--- src/rtl/mem_stage_if.sv ---
// mem_stage_if: exe -> mem -> wb pipeline handshake plus data-SRAM response signals.
//   master : view used by mem_stage (drives ms_* outputs, samples exe/wb/sram inputs)
//   slave  : view used by the surrounding pipeline / environment
// Ports carried:
//   es_to_ms_valid, es_to_ms_bus        exe -> mem instruction handshake
//   ms_allowin                          mem -> exe back-pressure
//   ms_to_ws_valid, ms_to_ws_bus        mem -> wb completed instruction
//   ws_allowin, ws_flush_pipe           wb -> mem back-pressure and flush
//   data_sram_data_ok, data_sram_rdata  data memory response
//   ms_mem_pending                      mem -> exe: discarded request still outstanding
//   ms_to_ds_fwd                        mem -> decode forwarding (only with MS_FWD_EN)
// Optional feature macro: MS_FWD_EN.
interface mem_stage_if #(
  parameter int unsigned PAYLOAD_WD = 150
);
  localparam int unsigned ES_BUS_WD = PAYLOAD_WD + 74;
  localparam int unsigned WS_BUS_WD = PAYLOAD_WD + 70;

  logic                 es_to_ms_valid;
  logic                 ms_allowin;
  logic [ES_BUS_WD-1:0] es_to_ms_bus;
  logic                 ws_allowin;
  logic                 ms_to_ws_valid;
  logic [WS_BUS_WD-1:0] ms_to_ws_bus;
  logic                 data_sram_data_ok;
  logic [31:0]          data_sram_rdata;
  logic                 ws_flush_pipe;
  logic                 ms_mem_pending;
`ifdef MS_FWD_EN
  logic [38:0]          ms_to_ds_fwd;
`endif

  modport master (
    input  es_to_ms_valid,
    input  es_to_ms_bus,
    input  ws_allowin,
    input  data_sram_data_ok,
    input  data_sram_rdata,
    input  ws_flush_pipe,
`ifdef MS_FWD_EN
    output ms_to_ds_fwd,
`endif
    output ms_allowin,
    output ms_to_ws_valid,
    output ms_to_ws_bus,
    output ms_mem_pending
  );

  modport slave (
    output es_to_ms_valid,
    output es_to_ms_bus,
    output ws_allowin,
    output data_sram_data_ok,
    output data_sram_rdata,
    output ws_flush_pipe,
`ifdef MS_FWD_EN
    input  ms_to_ds_fwd,
`endif
    input  ms_allowin,
    input  ms_to_ws_valid,
    input  ms_to_ws_bus,
    input  ms_mem_pending
  );

endinterface

--- src/rtl/mem_stage.sv ---
// mem_stage: memory-access pipeline stage. Holds one instruction from exe, waits for the
// data-SRAM response of loads/stores, extends load data and hands the result to wb.
// A small FSM tracks the outstanding response so that a flushed instruction's response
// is swallowed instead of being matched to a later request.
// Ports:
//   clk     single clock, rising edge
//   resetn  asynchronous active-low reset
//   ms_if   mem_stage_if.master (exe/wb handshakes, SRAM response, flush, pending flag)
// Optional feature macro: MS_FWD_EN adds ms_to_ds_fwd = {blocking, fwd_we, dest, final_result}.
module mem_stage #(
  parameter int unsigned PAYLOAD_WD = 150
) (
  input  logic         clk,
  input  logic         resetn,
  mem_stage_if.master  ms_if
);

  localparam int unsigned ES_BUS_WD   = PAYLOAD_WD + 74;
  localparam int unsigned WS_BUS_WD   = PAYLOAD_WD + 70;
  localparam int unsigned MEM_REQ_BIT = 73;

  typedef enum logic [1:0] {
    S_IDLE   = 2'd0,
    S_WAIT   = 2'd1,
    S_HAVE   = 2'd2,
    S_CANCEL = 2'd3
  } state_e;

  state_e               state_q,    state_d;
  logic                 ms_valid_q, ms_valid_d;
  logic [ES_BUS_WD-1:0] es_bus_q,   es_bus_d;
  logic [31:0]          buf_data_q, buf_data_d;

  // Fields of the held instruction
  logic [PAYLOAD_WD-1:0] payload;
  logic                  mem_req;
  logic [2:0]            ld_op;
  logic                  gr_we;
  logic [4:0]            dest;
  logic [31:0]           alu_result;
  logic [31:0]           pc;

  assign {payload, mem_req, ld_op, gr_we, dest, alu_result, pc} = es_bus_q;

  logic        ms_ready_go_c;
  logic        ms_allowin_c;
  logic        accept_c;
  logic        new_mem_req_c;
  logic [31:0] raw_data_c;
  logic [7:0]  byte_c;
  logic [15:0] half_c;
  logic [31:0] load_ext_c;
  logic [31:0] final_result_c;

  // Handshake: response present now or already buffered lets the instruction leave
  assign ms_ready_go_c = !mem_req || ms_if.data_sram_data_ok || (state_q == S_HAVE);
  assign ms_allowin_c  = (state_q != S_CANCEL) &&
                         (!ms_valid_q || (ms_ready_go_c && ms_if.ws_allowin));
  assign accept_c      = ms_if.es_to_ms_valid && ms_allowin_c;
  assign new_mem_req_c = ms_if.es_to_ms_bus[MEM_REQ_BIT];

  // Load data lane selection and extension
  always_comb begin
    raw_data_c = (state_q == S_HAVE) ? buf_data_q : ms_if.data_sram_rdata;
    case (alu_result[1:0])
      2'd0:    byte_c = raw_data_c[7:0];
      2'd1:    byte_c = raw_data_c[15:8];
      2'd2:    byte_c = raw_data_c[23:16];
      default: byte_c = raw_data_c[31:24];
    endcase
    // Misaligned halves never reach here; bit 0 is ignored on purpose
    half_c = alu_result[1] ? raw_data_c[31:16] : raw_data_c[15:0];
    case (ld_op)
      3'b001:  load_ext_c = {{24{byte_c[7]}}, byte_c};
      3'b010:  load_ext_c = {{16{half_c[15]}}, half_c};
      3'b011:  load_ext_c = {24'd0, byte_c};
      3'b100:  load_ext_c = {16'd0, half_c};
      default: load_ext_c = raw_data_c;
    endcase
    final_result_c = (mem_req && gr_we) ? load_ext_c : alu_result;
  end

  // Next-state: response-tracking FSM, instruction slot and response buffer
  always_comb begin
    state_d    = state_q;
    ms_valid_d = ms_valid_q;
    es_bus_d   = es_bus_q;
    buf_data_d = buf_data_q;

    if (ms_allowin_c) begin
      ms_valid_d = ms_if.es_to_ms_valid;
    end
    if (accept_c) begin
      es_bus_d = ms_if.es_to_ms_bus;
    end

    // A slot that empties and refills in one cycle goes straight back to WAIT
    case (state_q)
      S_IDLE: begin
        if (accept_c && new_mem_req_c) begin
          state_d = S_WAIT;
        end
      end
      S_WAIT: begin
        if (ms_if.data_sram_data_ok) begin
          if (ms_if.ws_allowin) begin
            state_d = (accept_c && new_mem_req_c) ? S_WAIT : S_IDLE;
          end else begin
            state_d    = S_HAVE;
            buf_data_d = ms_if.data_sram_rdata;
          end
        end
      end
      S_HAVE: begin
        if (ms_if.ws_allowin) begin
          state_d = (accept_c && new_mem_req_c) ? S_WAIT : S_IDLE;
        end
      end
      S_CANCEL: begin
        if (ms_if.data_sram_data_ok) begin
          state_d = S_IDLE;
        end
      end
      default: state_d = S_IDLE;
    endcase

    // Flush kills the held instruction. An unanswered request (WAIT, or an already
    // cancelled one) keeps the FSM in CANCEL so its late response cannot be taken
    // by a younger request; everything else, including a buffered response, is dropped.
    if (ms_if.ws_flush_pipe) begin
      ms_valid_d = 1'b0;
      if (((state_q == S_WAIT) || (state_q == S_CANCEL)) && !ms_if.data_sram_data_ok) begin
        state_d = S_CANCEL;
      end else begin
        state_d = S_IDLE;
      end
    end
  end

  // State registers
  always_ff @(posedge clk or negedge resetn) begin
    if (!resetn) begin
      state_q    <= S_IDLE;
      ms_valid_q <= 1'b0;
      es_bus_q   <= '0;
      buf_data_q <= 32'd0;
    end else begin
      state_q    <= state_d;
      ms_valid_q <= ms_valid_d;
      es_bus_q   <= es_bus_d;
      buf_data_q <= buf_data_d;
    end
  end

  assign ms_if.ms_allowin     = ms_allowin_c;
  assign ms_if.ms_to_ws_valid = ms_valid_q && ms_ready_go_c && !ms_if.ws_flush_pipe;
  assign ms_if.ms_to_ws_bus   = WS_BUS_WD'({payload, gr_we, dest, final_result_c, pc});
  assign ms_if.ms_mem_pending = (state_q == S_CANCEL);

`ifdef MS_FWD_EN
  // Forwarding to decode; blocking marks a load whose data has not arrived yet
  logic fwd_we_c;
  logic fwd_blocking_c;

  assign fwd_we_c           = ms_valid_q && gr_we;
  assign fwd_blocking_c     = ms_valid_q && mem_req && gr_we && !ms_ready_go_c;
  assign ms_if.ms_to_ds_fwd = {fwd_blocking_c, fwd_we_c, dest, final_result_c};
`endif

endmodule
--- src/flat_wrapper.sv ---
// flat-port wrapper written by rule: the top's interface ports become plain ports
module mem_stage_flat 
#(
  parameter int unsigned PAYLOAD_WD = 150
)
  (clk, resetn, ms_if_es_to_ms_valid, ms_if_es_to_ms_bus, ms_if_ws_allowin, ms_if_data_sram_data_ok, ms_if_data_sram_rdata, ms_if_ws_flush_pipe, ms_if_ms_allowin, ms_if_ms_to_ws_valid, ms_if_ms_to_ws_bus, ms_if_ms_mem_pending);
  mem_stage_if #(.PAYLOAD_WD(PAYLOAD_WD)) ms_if_i ();
  input  logic clk;
  input  logic resetn;
  input wire logic [$bits(ms_if_i.es_to_ms_valid)-1:0] ms_if_es_to_ms_valid;
  input wire logic [$bits(ms_if_i.es_to_ms_bus)-1:0] ms_if_es_to_ms_bus;
  input wire logic [$bits(ms_if_i.ws_allowin)-1:0] ms_if_ws_allowin;
  input wire logic [$bits(ms_if_i.data_sram_data_ok)-1:0] ms_if_data_sram_data_ok;
  input wire logic [$bits(ms_if_i.data_sram_rdata)-1:0] ms_if_data_sram_rdata;
  input wire logic [$bits(ms_if_i.ws_flush_pipe)-1:0] ms_if_ws_flush_pipe;
  output wire logic [$bits(ms_if_i.ms_allowin)-1:0] ms_if_ms_allowin;
  output wire logic [$bits(ms_if_i.ms_to_ws_valid)-1:0] ms_if_ms_to_ws_valid;
  output wire logic [$bits(ms_if_i.ms_to_ws_bus)-1:0] ms_if_ms_to_ws_bus;
  output wire logic [$bits(ms_if_i.ms_mem_pending)-1:0] ms_if_ms_mem_pending;
  assign ms_if_i.es_to_ms_valid = ms_if_es_to_ms_valid;
  assign ms_if_i.es_to_ms_bus = ms_if_es_to_ms_bus;
  assign ms_if_i.ws_allowin = ms_if_ws_allowin;
  assign ms_if_i.data_sram_data_ok = ms_if_data_sram_data_ok;
  assign ms_if_i.data_sram_rdata = ms_if_data_sram_rdata;
  assign ms_if_i.ws_flush_pipe = ms_if_ws_flush_pipe;
  assign ms_if_ms_allowin = ms_if_i.ms_allowin;
  assign ms_if_ms_to_ws_valid = ms_if_i.ms_to_ws_valid;
  assign ms_if_ms_to_ws_bus = ms_if_i.ms_to_ws_bus;
  assign ms_if_ms_mem_pending = ms_if_i.ms_mem_pending;
  mem_stage #(.PAYLOAD_WD(PAYLOAD_WD)) u_core (.clk(clk), .resetn(resetn), .ms_if(ms_if_i));
endmodule
--- config.mk ---
export PLATFORM = sky130hd
export DESIGN_NAME = mem_stage_flat
export DESIGN_NICKNAME = d
export VERILOG_FILES = /design/src/rtl/mem_stage_if.sv /design/src/rtl/mem_stage.sv /design/src/flat_wrapper.sv
export SDC_FILE = /design/constraint.sdc
export NUM_CORES = 1
export LEC_CHECK = 0
export BUFFER_PORTS_ARGS = -buffer_cell sky130_fd_sc_hd__buf_2
export CAP_MARGIN = 25
export CORE_AREA = 4 4 187 189
export CTS_CLUSTER_DIAMETER = 150
export CTS_CLUSTER_SIZE = 30
export DETAILED_ROUTE_END_ITERATION = 8
export DIE_AREA = 0 0 191 193
export GPL_TIMING_DRIVEN = 0
export PLACE_DENSITY_LB_ADDON = 0.12
export SLEW_MARGIN = 10
export SYNTH_ARGS = -nofsm -noshare
export SYNTH_HDL_FRONTEND = slang
export SYNTH_SLANG_ARGS = --single-unit
export TNS_END_PERCENT = 10
--- constraint.sdc ---
create_clock -name clk -period 4.8 [get_ports clk]
set_input_delay 0 -clock clk [delete_from_list [all_inputs] [get_ports clk]]
set_output_delay 0 -clock clk [all_outputs]
set_load 0.01 [all_outputs]
## Word level (Yosys, flattened, before mapping)

Cells that the tools add are included.

- Flip-flop bits (word level): 259
- Bits in latches: 0
- RAM bits: 0
- ROM bits: 0
- Input bits: 262
- Output and inout port bits: 223
- Logic and storage cells: 56
- Memories: 0

- $add $sub $neg: 0
- Multiply operators: 0
- Divide/modulo/power cells: 0
- Order comparisons: 0
- Equality and inequality tests: 14
- Shift operators: 0
- Muxes and demuxes: 16
- Bitwise operators: 1
- Reduce and logical (&&, ||, !) cells: 21

Operators with widths:

| kind | number |
|---|---|
| 32-bit case mux with 4 select lines | 1 |
| 32-bit 2-to-1 mux | 2 |
| 8-bit case mux with 3 select lines | 1 |
| 16-bit 2-to-1 mux | 1 |
| 2-bit 2-to-1 mux | 7 |
| 3-bit inequality test, second input constant | 3 |
| 1-bit logical AND | 8 |
| 2-bit case mux with 4 select lines | 1 |
| 2-bit == test, second input constant | 3 |
| 3-bit by 2-bit == test with 1-bit output, second input constant | 2 |
| 2-bit by 1-bit == test with 1-bit output, second input constant | 2 |
| 1-bit logical NOT | 4 |
| 2-bit logical NOT | 2 |
| 1-bit logical OR | 4 |
| 4-bit AND reduction | 1 |
| 3-bit by 1-bit == test with 1-bit output, second input constant | 1 |
| 3-bit == test, second input constant | 1 |
| 1-bit 2-to-1 mux | 3 |
| 3-bit by 2-bit inequality test with 1-bit output, second input constant | 1 |
| 3-bit AND reduction | 1 |
| 2-bit inequality test, second input constant | 1 |
| 2-bit nonzero test | 1 |
| 1-bit NOT | 1 |

## Logic depth before layout (Yosys ltp)

Gate-level depths: netlist (run 1).

- Word-level depth: 13
- Mapped depth: 7

## Least setup slack after synthesis (run 1)

No wires, ideal clock.

- Path kind: register to register
- From: reg u_core.state_q[0]
- To: reg u_core.es_bus_q[100]
- Setup time: 0.125 ns
- Arrival: 1.642 ns
- Path slack: 3.033 ns
- Cell stages (with the launch flop): 7
- Buffers on the path: 3
- Path through: dfrtp_1 and2_1 a211o_1 buf_2 buf_6 buf_6 mux2_4

- Word-level cells in the longest chain between the ends: 6

RTL lines:

| element | line | source |
|---|---|---|
| start: declaration | mem_stage.sv:29 | `state_e state_q, state_d;` |
| start signal: assignment | mem_stage.sv:148 | `state_q <= state_d;` |
| 2-bit == test | mem_stage.sv:56 | `assign ms_ready_go_c = !mem_req \|\| ms_if.data_sram_data_ok \|\| (state_q == S_HAVE);` |
| 1-bit logical OR | mem_stage.sv:56 |  |
| 1-bit logical AND | mem_stage.sv:58 | `(!ms_valid_q \|\| (ms_ready_go_c && ms_if.ws_allowin));` |
| 1-bit logical OR | mem_stage.sv:58 |  |
| 1-bit logical AND * | mem_stage.sv:57 | `assign ms_allowin_c = (state_q != S_CANCEL) &&` |
| 1-bit logical AND * | mem_stage.sv:59 | `assign accept_c = ms_if.es_to_ms_valid && ms_allowin_c;` |
| end signal: assignment | mem_stage.sv:150 | `es_bus_q <= es_bus_d;` |
| end: declaration | mem_stage.sv:31 | `logic [ES_BUS_WD-1:0] es_bus_q, es_bus_d;` |

Every way passes the cells marked *; elsewhere a longest branch is shown, timed or not.
A chain may end at the register's enable or synchronous reset.

## Final worst setup path (run 1)

- From: reg u_core.es_bus_q[33]
- To: out ms_if_ms_to_ws_bus[46]

- Word-level cells in the longest chain between the ends: 4

RTL lines:

| element | line | source |
|---|---|---|
| 2-bit == test (tied with other cells) | mem_stage.sv:65 | `case (alu_result[1:0])` |
| 8-bit case mux with 3 select lines | mem_stage.sv:65 |  |
| 32-bit case mux with 4 select lines * | mem_stage.sv:73 | `case (ld_op)` |
| 32-bit 2-to-1 mux * | mem_stage.sv:80 | `final_result_c = (mem_req && gr_we) ? load_ext_c : alu_result;` |
| end: declaration | flat_wrapper.sv:18 | `output wire logic [$bits(ms_if_i.ms_to_ws_bus)-1:0] ms_if_ms_to_ws_bus;` |

Marked as above.

==> results of run 1 <==
==> worst max-delay path, cell delays in order (launching register included) <==
cell,delay (ns)
dfrtp_1,0.38
clkbuf_1,0.17
inv_1,0.12
clkbuf_1,0.55
nand2_1,0.11
o221ai_1,0.57
o21ai_0,0.26
buf_2,0.20
==> state kept, by name, indices dropped and copies added, names as in the netlist <==
register           cells
u_core.state_q         2
u_core.ms_valid_q      1
u_core.buf_data_q     32
u_core.es_bus_q      224
==> metal layers <==
layer / up-vias / GRT usage (%)
met5: - / 0
met2: 381 / 37.5
met4: 2 / 6.22
met3: 69 / 4.70
met1: 4906 / 25.7
li1: 4708 / -
==> logic make-up (layout without fill, tap and decap cells) <==
kind of cell / Yosys count / count (layout) / synth area share, %
AO/OA/AOI/OAI: 83 / 83 / 4.30
other: 0 / 2 / 0
AND/OR/NAND/NOR: 71 / 71 / 2.45
XOR/XNOR: 1 / 1 / 0.0663
buffers and inverters: 245 / 1010 / 13.6
flip-flops: 259 / 259 / 49.1
multiplexers: 302 / 302 / 30.4
adder cells (fa/ha/maj): 1 / 1 / 0.0758
==> worst max path at each step <==
stage | start | endpoint | slack (ns) | cells past startpoint
after floorplan | u_core.state_q[0] | u_core.es_bus_q[100] | 3.03 | 6
after global placement | resetn | u_core.es_bus_q[17] | -1.39 | 1
after detailed placement | u_core.es_bus_q[33] | ms_if_ms_to_ws_bus[46] | 2.48 | 7
after CTS | u_core.es_bus_q[33] | ms_if_ms_to_ws_bus[46] | 1.90 | 7
after global routing | u_core.es_bus_q[33] | ms_if_ms_to_ws_bus[46] | 1.70 | 7
final | u_core.es_bus_q[33] | ms_if_ms_to_ws_bus[46] | 1.93 | 7
==> layout by cell type (no fill, tap or decap), drive strengths merged, types with 2 or more instances in the layout <==
cell type,Yosys,routed
a222oi,7,7
mux2,287,287
nand3,6,6
nor2,29,29
nand2b,4,4
mux2i,6,6
dfrtp,259,259
clkbuf,12,25
and2,3,3
a21oi,22,22
nand4,2,2
mux4,9,9
nor3,2,2
nand2,20,20
diode,0,2
a31oi,18,18
dlygate4sd3,0,263
buf,227,715
a32oi,6,6
o221ai,8,8
o21ai,13,13
inv,6,6
==> repair_timing <==
item	4_1_cts	5_1_grt
buffers inserted	0	0
hold buffers	264	0
hold endpoints to repair	454	0
==> power breakdown <==
part	internal, µW	switching, µW	total (µW)
clock network	498	720	1220
logic	1330	938	2270
registers	2570	236	2800
==> stage by stage <==
stage | setup TNS, ns | util, % | setup WS [ns] | total power [µW] | hold WS (ns)
5_1_grt | 0 | 57.9 | 1.70 | 6630 | 0.0706
6_report | 0 | 57.9 | 1.93 | 6300 | 0.0731
2_1_floorplan | 0 | - | 3.03 | 4160 | -0.296
3_3_place_gp | -351.58 | 48.6 | -1.39 | 4900 | 0.224
4_1_cts | 0 | 57.9 | 1.90 | 6360 | 0.0456
3_5_place_dp | 0 | 48.9 | 2.48 | 4940 | -0.0860
==> layout make-up <==
class | instances | share of cell area [%]
Clock buffer | 13 | 1.69
Multi-Input combinational cell | 458 | 25.5
Buffer | 239 | 9.22
Antenna cell | 2 | 0.0260
Inverter | 6 | 0.117
Clock inverter | 1 | 0.0844
Timing Repair Buffer | 751 | 26.8
Sequential cell | 259 | 33.6
Tap cell | 448 | 2.91
==> run_results.csv, run 1 <==
group,metric,value,unit
placed_design,io_buffers,484,
floorplanning,io_pins,485,
placed_design,dpl.hpwl,29700,µm
critical_path,required,4.80,ns
critical_path,crit_path_end_kind,"output pin",
global_route,grt_pass1_vias,11000,
drt,drt_pass1_iterations,5,
clock_tree,cts_max_level,1,
clock_tree,cts_root_buffer,"clkbuf_16",
layout,multiInputGateArea,4920,µm²
critical_path,r2r-end,"u_core.state_q[0]",
timing,slew_viol_final,0,
layout,nFillCells,2800,
synth,synth_area,13200,µm²
floorplanning,core,33300,µm²
synth,syn_area_per_cell,13.7,µm²
clock_tree,cts_made_buffers,12,
clock_tree,cts_sinks,259,
synth,synth-main-ff-cell,"dfrtp_1",
timing,fin_skew,0.0214,ns
power_and_ir_drop,vdd_drop_max,0.207,mV
synth,netlist_top_cells_area,"dfrtp_1 (49%), mux2_4 (16%), mux2_2 (13%)",
drt,top_layer,"met5",
synth,synth_top_cell_by_area,"dfrtp_1",
drt,wl_per_cell,18.6,µm
synth,synth.distinct_cells,43,
floorplanning,rows,67,
drt,ant_nets,0,
global_route,grt.overflow.total,0,
floorplanning,die_area,36900,µm²
global_route,antenna_found_initial,3,
critical_path,reg2reg_slack,2.39,ns
flow_run,cap_viol_max_count,0,
global_route,grt_pass1_wl,61400,µm
synth,ys_ff_latch,259,
synth,yosysSeqAreaShare,49.1,%
floorplanning,start_util,39.7,%
synth,synth-async-reset-ratio,100,%
critical_path,cp-start-kind,"flip-flop",
synth,synth_common_cells,"dfrtp_1 (259), buf_4 (191), mux2_2 (147)",
timing,rsz0062_at_grt,"no",
clock_tree,post_cts_resized,0,
critical_path,arrival,2.87,ns
critical_path,cp_max_fo,10,
drt,drcViolationCount,0,
synth,yosysTopAreaCellShare,49.1,%
synth,synth_edf_count,0,
drt,num_vias,10100,
placed_design,postPlaceCellArea,16300,µm²
clock_tree,cts_tree,"yes",
timing,slew_headroom,34.1,%
synth,synth_nets,1224,
placed_design,dp_cells,1897,
floorplanning,die_x,191,µm
worst_hold_path,worstHoldPathType,"in2async",
floorplanning,chipHeight,193,µm
drt,route.met2.wl,20300,µm
timing,period_minus_slack,2.87,ns
drt,wl_met1,16000,µm
timing,worst_pin_slew,0.987,ns
drt,met3_length,2810,µm
drt,wl,40400,µm
drt,first_iter_violations,498,
clock_tree,cts_buffer_depth,3,
timing,setup_viol,0,
layout,drive_gt1_share,59.4,%
critical_path,r2r_start,"u_core.es_bus_q[73]",
clock_tree,clk_pin_slew,0.12,ns
layout,fin_nets,1989,
power_and_ir_drop,p_leak,0.00959,µW
synth,synthCells,962,
timing,fin_crit_sh,59.8,%
layout,regArea,6480,µm²
critical_path,rr_worst_depth,8,
global_route,grt_max_degree,94,
power_and_ir_drop,p_per_area,327,nW/µm²
drt,via_per_inst,4.62,
layout,fin_area,19300,µm²
global_route,track_usage,21.0,%
placed_design,place_congestion,0.827,
layout,instances_no_fill,2177,
synth,yosysMostFrequentCell,"dfrtp_1",
synth,yosys_warnings,0,
timing,hold_viol,0,
critical_path,path_class,"reg2out",
status,status,"finished, final reports clean",
timing,fmax,0.348,GHz
layout,area_delta_synth_final,46.0,%
clock_tree,clk-insertion-delay-late,0.50,ns
No activity file was read; power rests on OpenSTA's default activity.
==> run 2, diff against run 1 <==
--- a/config.mk
+++ b/config.mk
@@ -5,6 +5,7 @@
 export SDC_FILE = /design/constraint.sdc
 export NUM_CORES = 1
 export LEC_CHECK = 0
+export ABC_AREA = 1
 export BUFFER_PORTS_ARGS = -buffer_cell sky130_fd_sc_hd__buf_2
 export CAP_MARGIN = 25
 export CORE_AREA = 4 4 187 189
==> constraint.sdc (replaced) <==
create_clock -name clk -period 3 [get_ports clk]
set_input_delay 0 -clock clk [delete_from_list [all_inputs] [get_ports clk]]
set_output_delay 0 -clock clk [all_outputs]
set_load 0.01 [all_outputs]
==> run_results.csv, run 2 <==
group,metric,value,unit
status,status,"finished, final reports clean",
clock_tree,cts_sinks,259,
drt,drt_pass1_iterations,5,
placed_design,place_congestion,0.900,
global_route,grt_pass1_vias,13400,
placed_design,dp_cells,2592,
synth,synth_area,12900,µm²
synth,synth_edf_count,0,
layout,area_delta_synth_final,46.7,%
timing,fin_hold_ws,0.0384,ns
power_and_ir_drop,power,12300,µW
power_and_ir_drop,p_seq_share,40.0,%
critical_path,path_class,"reg2out",
synth,synth_common_cells,"nand2_1 (857), dfrtp_1 (259), buf_4 (215)",
global_route,grt_max_degree,103,
drt,first_iter_violations,730,
global_route,grt_pass1_wl,71900,µm
timing,fmax,0.369,GHz
clock_tree,cts_buffer_depth,3,
power_and_ir_drop,pwr-share-comb,43.9,%
floorplanning,io_pins,485,
timing,worst_pin_slew,0.753,ns
power_and_ir_drop,p_per_area,647,nW/µm²
timing,slew_viol_final,0,
timing,setup_viol,0,
floorplanning,die_area,36900,µm²
power_and_ir_drop,p_sw_share,37.7,%
power_and_ir_drop,net-switching-power,4630,µW
power_and_ir_drop,p_leak,0.0109,µW
clock_tree,cts_tree,"yes",
critical_path,arrival,2.71,ns
timing,rsz0062_at_grt,"no",
synth,yosys_warnings,0,
synth,yosysMostFrequentCell,"nand2_1",
power_and_ir_drop,p_int,7660,µW
clock_tree,cts_root_buffer,"clkbuf_16",
timing,fin_crit_sh,90.4,%
timing,setup_tns,0,ns
synth,yosysTopAreaCellShare,50.1,%
floorplanning,die_x,191,µm
synth,synthCells,1658,
global_route,track_usage,24.5,%
timing,fin_skew,0.0348,ns
power_and_ir_drop,p_clk_share,16.1,%
flow_run,cap_viol_max_count,0,
worst_hold_path,worstHoldPathType,"in2reg",
layout,final_common_cell,"nand2_1",
synth,synth-main-ff-cell,"dfrtp_1",
layout,instances_no_fill,2875,
layout,drive_gt1_share,32.1,%
layout,largest_register_ff_count,224,
clock_tree,postCtsSetupBuffers,0,
clock_tree,cts_made_buffers,12,
clock_tree,cts_max_level,1,
timing,hold_viol,0,
global_route,antenna_found_initial,5,
drt,ant_nets,0,
clock_tree,clk-insertion-delay-late,0.52,ns
placed_design,dp_slack,0.807,ns
floorplanning,core,33300,µm²
synth,netlist_top_cells_area,"dfrtp_1 (50%), nand2_1 (25%), buf_4 (12%)",
drt,via_per_inst,4.53,
synth,synth.distinct_cells,29,
placed_design,io_buffers,484,
drt,drcViolationCount,0,
timing,layout_setup_ws,0.288,ns
timing,slew_headroom,49.3,%
drt,num_vias,13000,
layout,top_register,"u_core.es_bus_q",
layout,nFillCells,3151,
layout,final_cell_mix,"nand2_1 (857), buf_2 (508), dlygate4sd3_1 (265), dfrtp_1 (259), buf_4 (215)",
critical_path,cp-start-kind,"flip-flop",
critical_path,cp_max_fo,10,
timing,period_minus_slack,2.71,ns
placed_design,dpl.hpwl,34500,µm
synth,synth_nets,1920,
critical_path,crit_path_end_kind,"output pin",
floorplanning,rows,67,
power_and_ir_drop,vdd_drop_max,0.379,mV
critical_path,required,3.00,ns
synth,synth_top_cell_by_area,"dfrtp_1",
drt,wl,46700,µm
synth,synth-async-reset-ratio,100,%
synth,yosysSeqAreaShare,50.1,%
floorplanning,start_util,38.9,%
drt,wl_per_cell,16.3,µm
layout,largestRegisters,"u_core.es_bus_q: 224 flops, u_core.buf_data_q: 32 flops, u_core.state_q: 2 flops",
synth,syn_area_per_cell,7.81,µm²
layout,fin_nets,2685,
floorplanning,chipHeight,193,µm
synth,ys_ff_latch,259,
global_route,grt.overflow.total,0,
clock_tree,clk_pin_slew,0.12,ns
## run 2: cells by family after synthesis
logic type | synth area share, %
AND/OR/NAND/NOR | 29.4
multiplexers | 0.174
AO/OA/AOI/OAI | 3.83
flip-flops | 50.1
buffers and inverters | 16.6
## run 2: power groups by stage
stage / Clock (µW) / Combinational [µW] / Sequential (µW)
finish: 1970 / 5390 / 4920
global route: 2160 / 5970 / 5040
CTS: 2060 / 5420 / 4910
detailed placement: 0 / 5110 / 4960
global placement: 0 / 5060 / 4940
floorplan: 0 / 3280 / 4820
## run 2: critical path: stages (launching register included)
cell and delay, ns:
dfrtp_1 0.45, inv_2 0.12, nand2_4 0.07, buf_6 0.15, buf_2 0.17, o21ai_0 0.61
nand2_1 0.10, o211ai_1 0.13, nand3_1 0.13, nand2_1 0.10, nand2_1 0.05, buf_2 0.13
## run 2: cell type report
class	instances	area, µm²	area share (%)
diodes	4	10.0	0.0527
plain buffers	265	1880	9.88
clock buffers	13	325	1.71
clock inverters	1	16.3	0.0856
inverters	72	270	1.42
multi-input cells	1062	4320	22.7
flip-flops and latches	259	6480	34.1
well taps	448	561	2.95
repair buffers	751	5140	27.1
## run 2: what timing repair did
item                                   CTS  global route
endpoints found under the hold margin  343             0
hold buffers                           265             0
resized for setup                        0             0
## run 2: metrics by stage
stage          util [%]  instance area (µm²)
2_1_floorplan         -                12900
3_3_place_gp       47.9                15900
3_5_place_dp       48.1                16000
4_1_cts            57.1                19000
5_1_grt            57.1                19000
6_report           57.1                19000
## run 2: final timing paths
kind / startpoint / endpoint / depth (start not counted) / slack, ns
max: u_core.state_q[0] / ms_if_ms_to_ws_bus[38] / 11 / 0.29
max reg2reg: u_core.state_q[0] / u_core.state_q[1] / 12 / 0.42
min reg2reg: u_core.es_bus_q[50] / u_core.es_bus_q[50] / 2 / 0.49
min: ms_if_es_to_ms_valid / u_core.state_q[0] / 7 / 0.04
max in group asynchronous: resetn / u_core.es_bus_q[218] / 3 / 1.88
min in group asynchronous: resetn / u_core.es_bus_q[187] / 2 / 0.10
## run 2: layer usage
layer  vias to the layer above  wire, µm  global-route usage (%)
li1                       6368         -                       -
met1                      6102     18300                    29.3
met2                       448     23100                    43.1
met3                       102      3210                    5.49
met4                         2      2130                    9.56
met5                         -        13                       0
==> run 3, diff against run 2 <==
--- a/config.mk
+++ b/config.mk
@@ -6,16 +6,16 @@
 export NUM_CORES = 1
 export LEC_CHECK = 0
 export ABC_AREA = 1
-export BUFFER_PORTS_ARGS = -buffer_cell sky130_fd_sc_hd__buf_2
+export BUFFER_PORTS_ARGS = -buffer_cell sky130_fd_sc_hd__buf_4
 export CAP_MARGIN = 25
-export CORE_AREA = 4 4 187 189
+export CORE_AREA = 2 2 190 192
 export CTS_CLUSTER_DIAMETER = 150
 export CTS_CLUSTER_SIZE = 30
 export DETAILED_ROUTE_END_ITERATION = 8
-export DIE_AREA = 0 0 191 193
+export DIE_AREA = 0 0 192 194
 export GPL_TIMING_DRIVEN = 0
 export PLACE_DENSITY_LB_ADDON = 0.12
-export SLEW_MARGIN = 10
+export SLEW_MARGIN = 20
 export SYNTH_ARGS = -nofsm -noshare
 export SYNTH_HDL_FRONTEND = slang
 export SYNTH_SLANG_ARGS = --single-unit
==> run_results.csv, run 3 (same netlist as run 2, synthesis figures left out) <==
group,metric,value,unit
worst_hold_path,worstHoldPathType,"in2reg",
timing,hold_viol,0,
drt,wl,46300,µm
drt,drcViolationCount,0,
layout,drive_gt1_share,32.3,%
layout,fin_nets,2697,
clock_tree,cts_root_buffer,"clkbuf_16",
critical_path,cp_max_fo,10,
layout,largest_register_ff_count,224,
critical_path,path_class,"reg2out",
critical_path,r2r_start,"u_core.state_q[0]",
global_route,grt.overflow.total,0,
floorplanning,die_x,192,µm
global_route,grt_pass1_wl,72000,µm
drt,wl_per_cell,16.0,µm
timing,rsz0062_at_grt,"no",
clock_tree,cts_sinks,259,
global_route,antenna_found_initial,4,
layout,nFillCells,3207,
critical_path,required,3.00,ns
timing,fin_skew,0.0234,ns
floorplanning,chipHeight,194,µm
power_and_ir_drop,p_leak,0.0113,µW
timing,slew_viol_final,0,
floorplanning,rows,69,
critical_path,cpPeakStageDelay,0.59,ns
clock_tree,clk-insertion-delay-late,0.52,ns
worst_hold_path,min_from,"ms_if_es_to_ms_valid",
flow_run,cap_viol_max_count,0,
critical_path,crit_path_end_kind,"output pin",
drt,drt_pass1_iterations,7,
drt,ant_nets,0,
placed_design,io_buffers,484,
placed_design,place_congestion,0.885,
placed_design,postPlaceCellArea,17200,µm²
power_and_ir_drop,vdd_drop_max,0.382,mV
floorplanning,io_pins,485,
floorplanning,core,35200,µm²
critical_path,reg2reg_slack,0.63,ns
floorplanning,die_area,37200,µm²
power_and_ir_drop,p_per_area,633,nW/µm²
layout,largestRegisters,"u_core.es_bus_q: 224 flops, u_core.buf_data_q: 32 flops, u_core.state_q: 2 flops",
status,status,"finished, final reports clean",
global_route,grt_pass1_vias,13400,
clock_tree,cts_buffer_depth,3,
critical_path,cp_cell_sequence,"inv_4, nand2_4, buf_6, buf_2, o21ai_0, nand2_1, o211ai_1, nand3_1, nand2_1, nand2_1, buf_4",
clock_tree,clk_pin_slew,0.13,ns
timing,worst_pin_slew,0.802,ns
timing,period_minus_slack,2.75,ns
layout,fin_area,20400,µm²
critical_path,cp-start-kind,"flip-flop",
timing,setup_tns,0,ns
drt,via_per_inst,4.47,
global_route,track_usage,24.5,%
critical_path,arrival,2.75,ns
floorplanning,start_util,36.8,%
timing,fin_crit_sh,91.6,%
critical_path,worst_path_most_repeated_cell,"nand2_1",
layout,final_cell_mix,"nand2_1 (856), buf_4 (702), dlygate4sd3_1 (272), dfrtp_1 (257), inv_1 (65)",
timing,setup_viol,0,
clock_tree,cts_made_buffers,12,
placed_design,dpl.hpwl,34400,µm
critical_path,slowest_stage,"o21ai_0",
clock_tree,cts_max_level,1,
layout,top_register,"u_core.es_bus_q",
layout,area_delta_synth_final,57.2,%
layout,final_common_cell,"nand2_1",
timing,fmax,0.364,GHz
critical_path,cp-startpoint,"u_core.state_q[0]",
drt,num_vias,13000,
clock_tree,cts_tree,"yes",
drt,first_iter_violations,638,
timing,slew_headroom,46.4,%
global_route,grt_max_degree,92,
run 3: cell types whose count changed in the layout (fill, tap and decap cells not counted), sizes merged:
cell         delta
dlygate4sd3     +7
buf             +5
run 3: timing repair:
item | CTS | global route
resized for setup | 0 | 4
endpoints found under the setup margin | 0 | 1
endpoints found under the hold margin | 462 | 0
hold buffers | 273 | 0
setup buffers | 0 | 4
run 3: worst max-delay path: cells and delay by family (launching register included):
kind,cells,cell delay (ns)
buffers and inverters,4,0.55
DFF,1,0.45
AOI/OAI and AO/OA,2,0.75
and+or+nand+nor,5,0.49
run 3: layout make-up:
| class | instances | area (µm²) | share of cell area, % |
|---|---|---|---|
| diodes | 4 | 10.0 | 0.0492 |
| flip-flops and latches | 259 | 6480 | 31.8 |
| well taps | 461 | 577 | 2.83 |
| multi-input cells | 1062 | 4320 | 21.2 |
| repair buffers | 763 | 6480 | 31.8 |
| inverters | 72 | 273 | 1.34 |
| clock inverters | 1 | 16.3 | 0.0799 |
| clock buffers | 13 | 325 | 1.60 |
| plain buffers | 265 | 1880 | 9.22 |
run 3: final timing paths:
check	to	cells after the start
max reg2reg	u_core.state_q[0]	13
min	u_core.es_bus_q[71]	5
min in group asynchronous	u_core.es_bus_q[184]	3
min reg2reg	u_core.es_bus_q[60]	2
max in group asynchronous	u_core.state_q[0]	4
max	ms_if_ms_to_ws_bus[38]	11
run 3: per-layer routing:
layer	track usage [%]	wire length (µm)	up-vias
met5	0	0	-
met4	9.02	1750	0
met3	4.98	2740	88
met2	43.5	23400	394
met1	29.1	18400	6084
li1	-	-	6388
run 3: per-stage QoR:
step | total power, µW | std cells | hold slack (ns) | util [%] | worst slack, ns
after floorplan | 8110 | 1658 | -0.296 | - | 1.51
after global placement | 10500 | 2603 | 0.193 | 48.7 | -0.473
after detailed placement | 10600 | 2606 | -0.0538 | 49.0 | 0.747
after CTS | 13000 | 2893 | 0.00295 | 57.7 | 0.0567
after global routing | 13800 | 2900 | 0.0421 | 57.8 | 0.0861
final | 12900 | 2900 | 0.0236 | 57.8 | 0.253
run 3: power by group:
group	leakage (µW)	internal (µW)	switching [µW]
logic	0.00799	3010	3000
clock network	0.000167	797	1170
registers	0.00316	4390	518
total	0.0113	8200	4680
